## config.mk

```make
export PLATFORM = sky130hd
export DESIGN_NAME = gpio_serial_loader_flat
export DESIGN_NICKNAME = d
export VERILOG_FILES = /design/src/rtl/gpio_serial_loader_if.sv /design/src/rtl/gpio_serial_loader.sv /design/src/flat_wrapper.sv
export SDC_FILE = /design/constraint.sdc
export NUM_CORES = 1
export LEC_CHECK = 0
export ABC_CLOCK_PERIOD_IN_PS = 2200
export CORE_ASPECT_RATIO = 1.75
export CORE_MARGIN = 3
export CORE_UTILIZATION = 50
export CTS_CLUSTER_SIZE = 25
export DETAILED_ROUTE_END_ITERATION = 8
export PLACE_DENSITY = 0.71
export SKIP_LAST_GASP = 1
export SYNTH_ARGS = -nofsm -noshare
export SYNTH_HDL_FRONTEND = slang
export SYNTH_SLANG_ARGS = --single-unit
export TNS_END_PERCENT = 100
```

## constraint.sdc

```tcl
create_clock -name clock -period 2.2 [get_ports clock]
set_input_delay 0.33 -clock clock [delete_from_list [all_inputs] [get_ports clock]]
set_output_delay 0.33 -clock clock [all_outputs]
set_load 0.02 [all_outputs]
```

## src/rtl/gpio_serial_loader_if.sv

```systemverilog
// Handshake and serial-stream signals for the GPIO configuration loader.
// The master side is the loader and the slave side is the register file plus the pad chain.
interface gpio_serial_loader_if #(
    parameter int NPADS    = 38,
    parameter int CFG_BITS = 10
);
    localparam int AW = $clog2(NPADS);

    logic                start;
    logic [AW-1:0]       cfg_addr;
    logic [CFG_BITS-1:0] cfg_data;
    logic                busy;
    logic                done;
    logic                serial_clock;
    logic                serial_data;
    logic                serial_load;

    modport master (
        input  start, cfg_data,
        output cfg_addr, busy, done,
        output serial_clock, serial_data, serial_load
    );

    modport slave (
        output start, cfg_data,
        input  cfg_addr, busy, done,
        input  serial_clock, serial_data, serial_load
    );
endinterface

```

## src/rtl/gpio_serial_loader.sv

```systemverilog
// Serial configuration master for the user-project GPIO pad chain.
// It fetches one word per pad, shifts each word out MSB first, then strobes serial_load.
module gpio_serial_loader #(
    parameter int NPADS    = 38,
    parameter int CFG_BITS = 10,
    parameter int CLK_DIV  = 2
) (
    input logic                  clock,
    input logic                  reset,
    gpio_serial_loader_if.master bus
);
    localparam int AW = $clog2(NPADS);
    localparam int DW = $clog2(CLK_DIV + 1);
    localparam int BW = $clog2(CFG_BITS);

    localparam logic [AW-1:0] ADDR_LAST = AW'(NPADS - 1);
    localparam logic [DW-1:0] DIV_LAST  = DW'(CLK_DIV - 1);
    localparam logic [BW-1:0] BIT_LAST  = BW'(CFG_BITS - 1);

    typedef enum logic [2:0] {
        S_IDLE,
        S_FETCH,
        S_LOW,
        S_HIGH,
        S_LOAD,
        S_DONE
    } state_t;

    state_t              r_state;
    state_t              w_next;
    logic [DW-1:0]       r_div;
    logic [BW-1:0]       r_bit;
    logic [AW-1:0]       r_addr;
    logic [CFG_BITS-1:0] r_word;
    logic                r_busy;
    logic                r_done;
    logic                r_sclk;
    logic                r_sdata;
    logic                r_load;

    logic w_div_end;
    logic w_bit_end;
    logic w_addr_end;
    logic w_stay;

    assign w_div_end  = (r_div == DIV_LAST);
    assign w_bit_end  = (r_bit == '0);
    assign w_addr_end = (r_addr == ADDR_LAST);

    always_comb begin
        w_next = r_state;
        unique case (r_state)
            S_IDLE:  if (bus.start) w_next = S_FETCH;
            S_FETCH: w_next = S_LOW;
            S_LOW:   if (w_div_end) w_next = S_HIGH;
            S_HIGH: begin
                if (w_div_end) begin
                    if (!w_bit_end)       w_next = S_LOW;
                    else if (!w_addr_end) w_next = S_FETCH;
                    else                  w_next = S_LOAD;
                end
            end
            S_LOAD:  if (w_div_end) w_next = S_DONE;
            S_DONE:  w_next = S_IDLE;
            default: w_next = S_IDLE;
        endcase
    end

    // The divider restarts on every state entry and only runs in timed phases.
    assign w_stay = (w_next == r_state) &&
                    (r_state inside {S_LOW, S_HIGH, S_LOAD});

    always_ff @(posedge clock or posedge reset) begin
        if (reset) begin
            r_state <= S_IDLE;
            r_div   <= '0;
            r_bit   <= '0;
            r_addr  <= '0;
            r_word  <= '0;
            r_busy  <= 1'b0;
            r_done  <= 1'b0;
            r_sclk  <= 1'b0;
            r_sdata <= 1'b0;
            r_load  <= 1'b0;
        end else begin
            r_state <= w_next;
            r_div   <= w_stay ? r_div + DW'(1) : '0;
            r_busy  <= !(w_next inside {S_IDLE, S_DONE});
            r_done  <= (w_next == S_DONE);
            r_sclk  <= (w_next == S_HIGH);
            r_load  <= (w_next == S_LOAD);

            // Data is launched on LOW entry so it leads the rising edge by CLK_DIV.
            if (r_state == S_FETCH) begin
                r_word  <= bus.cfg_data;
                r_bit   <= BIT_LAST;
                r_sdata <= bus.cfg_data[CFG_BITS-1];
            end else if (r_state == S_HIGH && w_next == S_LOW) begin
                r_word  <= r_word << 1;
                r_bit   <= r_bit - BW'(1);
                r_sdata <= r_word[CFG_BITS-2];
            end

            if (r_state == S_HIGH && w_next == S_FETCH) begin
                r_addr <= r_addr + AW'(1);
            end else if (w_next == S_DONE) begin
                r_addr <= '0;
            end
        end
    end

    assign bus.cfg_addr     = r_addr;
    assign bus.busy         = r_busy;
    assign bus.done         = r_done;
    assign bus.serial_clock = r_sclk;
    assign bus.serial_data  = r_sdata;
    assign bus.serial_load  = r_load;
endmodule
```

## src/flat_wrapper.sv

```systemverilog
// flat-port wrapper written by rule: the top's interface ports become plain ports
module gpio_serial_loader_flat 
#(
    parameter int NPADS    = 38,
    parameter int CFG_BITS = 10,
    parameter int CLK_DIV  = 2
)
  (clock, reset, bus_start, bus_cfg_data, bus_cfg_addr, bus_busy, bus_done, bus_serial_clock, bus_serial_data, bus_serial_load);
  gpio_serial_loader_if #(.NPADS(NPADS), .CFG_BITS(CFG_BITS)) bus_i ();
  input logic clock;
  input logic reset;
  input wire logic [$bits(bus_i.start)-1:0] bus_start;
  input wire logic [$bits(bus_i.cfg_data)-1:0] bus_cfg_data;
  output wire logic [$bits(bus_i.cfg_addr)-1:0] bus_cfg_addr;
  output wire logic [$bits(bus_i.busy)-1:0] bus_busy;
  output wire logic [$bits(bus_i.done)-1:0] bus_done;
  output wire logic [$bits(bus_i.serial_clock)-1:0] bus_serial_clock;
  output wire logic [$bits(bus_i.serial_data)-1:0] bus_serial_data;
  output wire logic [$bits(bus_i.serial_load)-1:0] bus_serial_load;
  assign bus_i.start = bus_start;
  assign bus_i.cfg_data = bus_cfg_data;
  assign bus_cfg_addr = bus_i.cfg_addr;
  assign bus_busy = bus_i.busy;
  assign bus_done = bus_i.done;
  assign bus_serial_clock = bus_i.serial_clock;
  assign bus_serial_data = bus_i.serial_data;
  assign bus_serial_load = bus_i.serial_load;
  gpio_serial_loader #(.NPADS(NPADS), .CFG_BITS(CFG_BITS), .CLK_DIV(CLK_DIV)) u_core (.clock(clock), .reset(reset), .bus(bus_i));
endmodule
```

==> results.sh <==
export IMPL_clock_root_buffer="clkbuf_8"
export IMPL_switching_share_pct=19.7
export IMPL_hold_viol=0
export IMPL_die_h_um=78.4
export IMPL_start_util_pct=53.8
export IMPL_yosys_warnings=0
export IMPL_grt_use_total_pct=17.9
export IMPL_io_buffer_count=23
export IMPL_ir_drop_mv=0.464
export IMPL_core_sq_mm=0.00278
export IMPL_final_nets=183
export IMPL_grt_pass1_vias=1134
export IMPL_clkPwrFrac_pct=44.0
export IMPL_worstSetupPathType="reg2reg"
export IMPL_grt_max_degree=30
export IMPL_avgSynthCellArea_sq_um=10.9
export IMPL_area_delta_synth_final_pct=23.2
export IMPL_io_pins=24
export IMPL_p_per_area_mw_per_mm2=575
export IMPL_cts_tree="done"
export IMPL_gp_congestion=0.751
export IMPL_path_clk_slew_ns=0.06
export IMPL_p_seq_share_pct=51.5
export IMPL_internal_power_mw=0.853
export IMPL_startpoint_type="flip-flop"
export IMPL_vias=1112
export IMPL_synth_cells=137
export IMPL_min_period_ns=1.82
export IMPL_antenna_found_initial=0
export IMPL_drive_gt1_share_pct=13.3
export IMPL_totalPowerFinal_mw=1.06
export IMPL_synth_nets=155
export IMPL_max_freq_mhz=548
export IMPL_dieArea_sq_mm=0.00371
export IMPL_fin_skew_ns=0.00249
export IMPL_maxCapViolCount=0
export IMPL_synthFlopType="dfrtp_1"
export IMPL_worstPathArrival_ns=1.98
export IMPL_synthArstFlopShare_pct=100
export IMPL_cts_hold_buffers_added=0
export IMPL_wl_mm=2.90
export IMPL_tns_ns=0
export IMPL_via_per_inst=5.76
export IMPL_crit_slowest_cell="dfrtp_1"
export IMPL_ys_seq_area_share_pct=48.5
export IMPL_cts_buffers=5
export IMPL_instances_no_fill=193
export IMPL_wire_per_inst_um=15.0
export IMPL_tightest_slew_ns=0.402
export IMPL_post_route_period_util_pct=82.9
export IMPL_final_cell_mix="29 x dfrtp_1, 23 x clkdlybuf4s50_1, 13 x nand2_1"
export IMPL_cts_setup_buffers=0
export IMPL_h_tree_depth=2
export IMPL_maxSlewViolCount=0
export IMPL_hold_class="in2async"
export IMPL_critPathMaxStageDelay_ns=0.41
export IMPL_fillers=237
export IMPL_synth_edf_count=0
export IMPL_synth_area_sq_mm=0.00150
export IMPL_row_count=25
export IMPL_clk_latency_ns=0.27
export IMPL_path_cells="inv_1 -> ha_1 -> nor3b_4 -> o21ai_2 -> o21a_2 -> a221o_1"
export IMPL_rsz0062_at_grt="false"
export IMPL_drt_pass1_iterations=4
export IMPL_layout_commonest_cell="dfrtp_1"
export IMPL_p_sw_mw=0.209
export IMPL_drt_iter0_drc=12
export IMPL_r2r_cells=6
export IMPL_chipWidth_um=47.4
export IMPL_crit_required_ns=2.36
export IMPL_grt_overflow=0
export IMPL_status="finished, final reports clean"
export IMPL_p_leak_nw=0.873
export IMPL_grt_pass1_wl_mm=4.82
export IMPL_cts_sinks=29
export IMPL_slew_headroom_pct=73.2
export IMPL_power_frac_comb_pct=4.4
export IMPL_ant_nets=0
export IMPL_end_kind="flip-flop"
export IMPL_cts_buffer_depth=2
export IMPL_drc_errors=0
export IMPL_ctsResizeCount=0
export IMPL_diodes=0
export IMPL_synth_cell_types=40
export IMPL_utilization_pct=66.3
export IMPL_setup_viol=0
export IMPL_path_max_fanout=6
export IMPL_ys_seq_elements=29
export IMPL_dpl_hpwl_mm=2.12
export IMPL_dp_cells=185
-- per-stage QoR --
step / instance area [sq um] / hold WS, ns / setup WS, ns
floorplan: 1500 / 0.408 / 0.553
detailed placement: 1740 / 0.437 / 0.361
global route: 1850 / 0.457 / 0.251
global placement: 1740 / 0.420 / 0.413
finish: 1850 / 0.428 / 0.376
CTS: 1850 / 0.441 / 0.362
-- path summary, 6_finish.rpt --
check | slack (ns) | to | start
worst max-delay path | 0.38 | u_core.bus.cfg_addr[2] | u_core.r_bit[0]
worst min-delay path | 0.43 | u_core.r_word[6] | reset
min in group clock | 0.44 | u_core.r_div[0] | u_core.r_div[0]
worst min register to register | 0.44 | u_core.r_div[0] | u_core.r_div[0]
max in group asynchronous | 1.51 | u_core.r_word[1] | reset
worst max register to register | 0.38 | u_core.bus.cfg_addr[2] | u_core.r_bit[0]
-- registers in the layout, summed over array words and instances (netlist names) --
| signal | flops |
|---|---|
| u_core.bus.serial_load | 1 |
| u_core.bus.serial_data | 1 |
| u_core.r_div | 2 |
| u_core.bus.done | 1 |
| u_core.r_bit | 4 |
| u_core.bus.busy | 1 |
| u_core.r_word | 9 |
| u_core.r_state | 3 |
| u_core.bus.serial_clock | 1 |
| u_core.bus.cfg_addr | 6 |
-- area by class of cell --
type | instances | area (sq um) | share of cell area [%]
Sequential cell | 29 | 726 | 39.3
Timing Repair Buffer | 25 | 245 | 13.3
Inverter | 10 | 37.5 | 2.03
Clock inverter | 1 | 5.00 | 0.271
Clock buffer | 7 | 96.3 | 5.22
Multi-Input combinational cell | 94 | 702 | 38.0
Tap cell | 27 | 33.8 | 1.83
-- kinds of logic after synthesis --
family                     Yosys count  share of synthesized area [%]
AOI/OAI and AO/OA                   30                           14.6
xor gates and xnor gates             4                           2.34
adders and majority gates            5                           4.18
buffers and inverters               14                           4.68
DFF                                 29                           48.5
muxes                               10                           6.77
and+or+nand+nor                     45                           19.0
-- synthesized netlist by cell type (3+ instances only) --
cell type	instances	area share, %
dfrtp_1	29	48
nand2_1	13	3.3
inv_1	9	2.3
mux2i_1	9	6.0
nor2_1	9	2.3
o21ai_1	7	2.3
a21o_1	6	3.0
ha_1	5	4.2
nand3_1	5	1.7
a22o_1	4	2.3
or3b_1	3	1.8
xor2_1	3	1.8
-- worst max-delay path: cells and delay by family, from the launching register on --
family	cells	cell delay [ns]
AND/OR/NAND/NOR	1	0.26
buffers and inverters	1	0.10
flip-flops	1	0.41
AO/OA/AOI/OAI	3	0.76
adder cells (fa/ha/maj)	1	0.18
-- power by group through the flow --
stage / Sequential [mW] / Combinational, mW / Clock [mW]
floorplan: 0.556 / 0.0181 / 0
global placement: 0.556 / 0.0471 / 0
detailed placement: 0.556 / 0.0482 / 0
CTS: 0.547 / 0.0484 / 0.482
global route: 0.547 / 0.0521 / 0.508
finish: 0.547 / 0.0470 / 0.467
-- metal layers --
metal / track usage (%) / vias to the layer above / part of all wire [%]
met3: 4.13 / 7 / 4.0
met2: 32.1 / 25 / 56
met5: 0 / - / 0
li1: - / 538 / -
met4: 7.48 / 0 / 2.4
met1: 18.1 / 542 / 37
No activity file was read; power rests on OpenSTA's default activity.
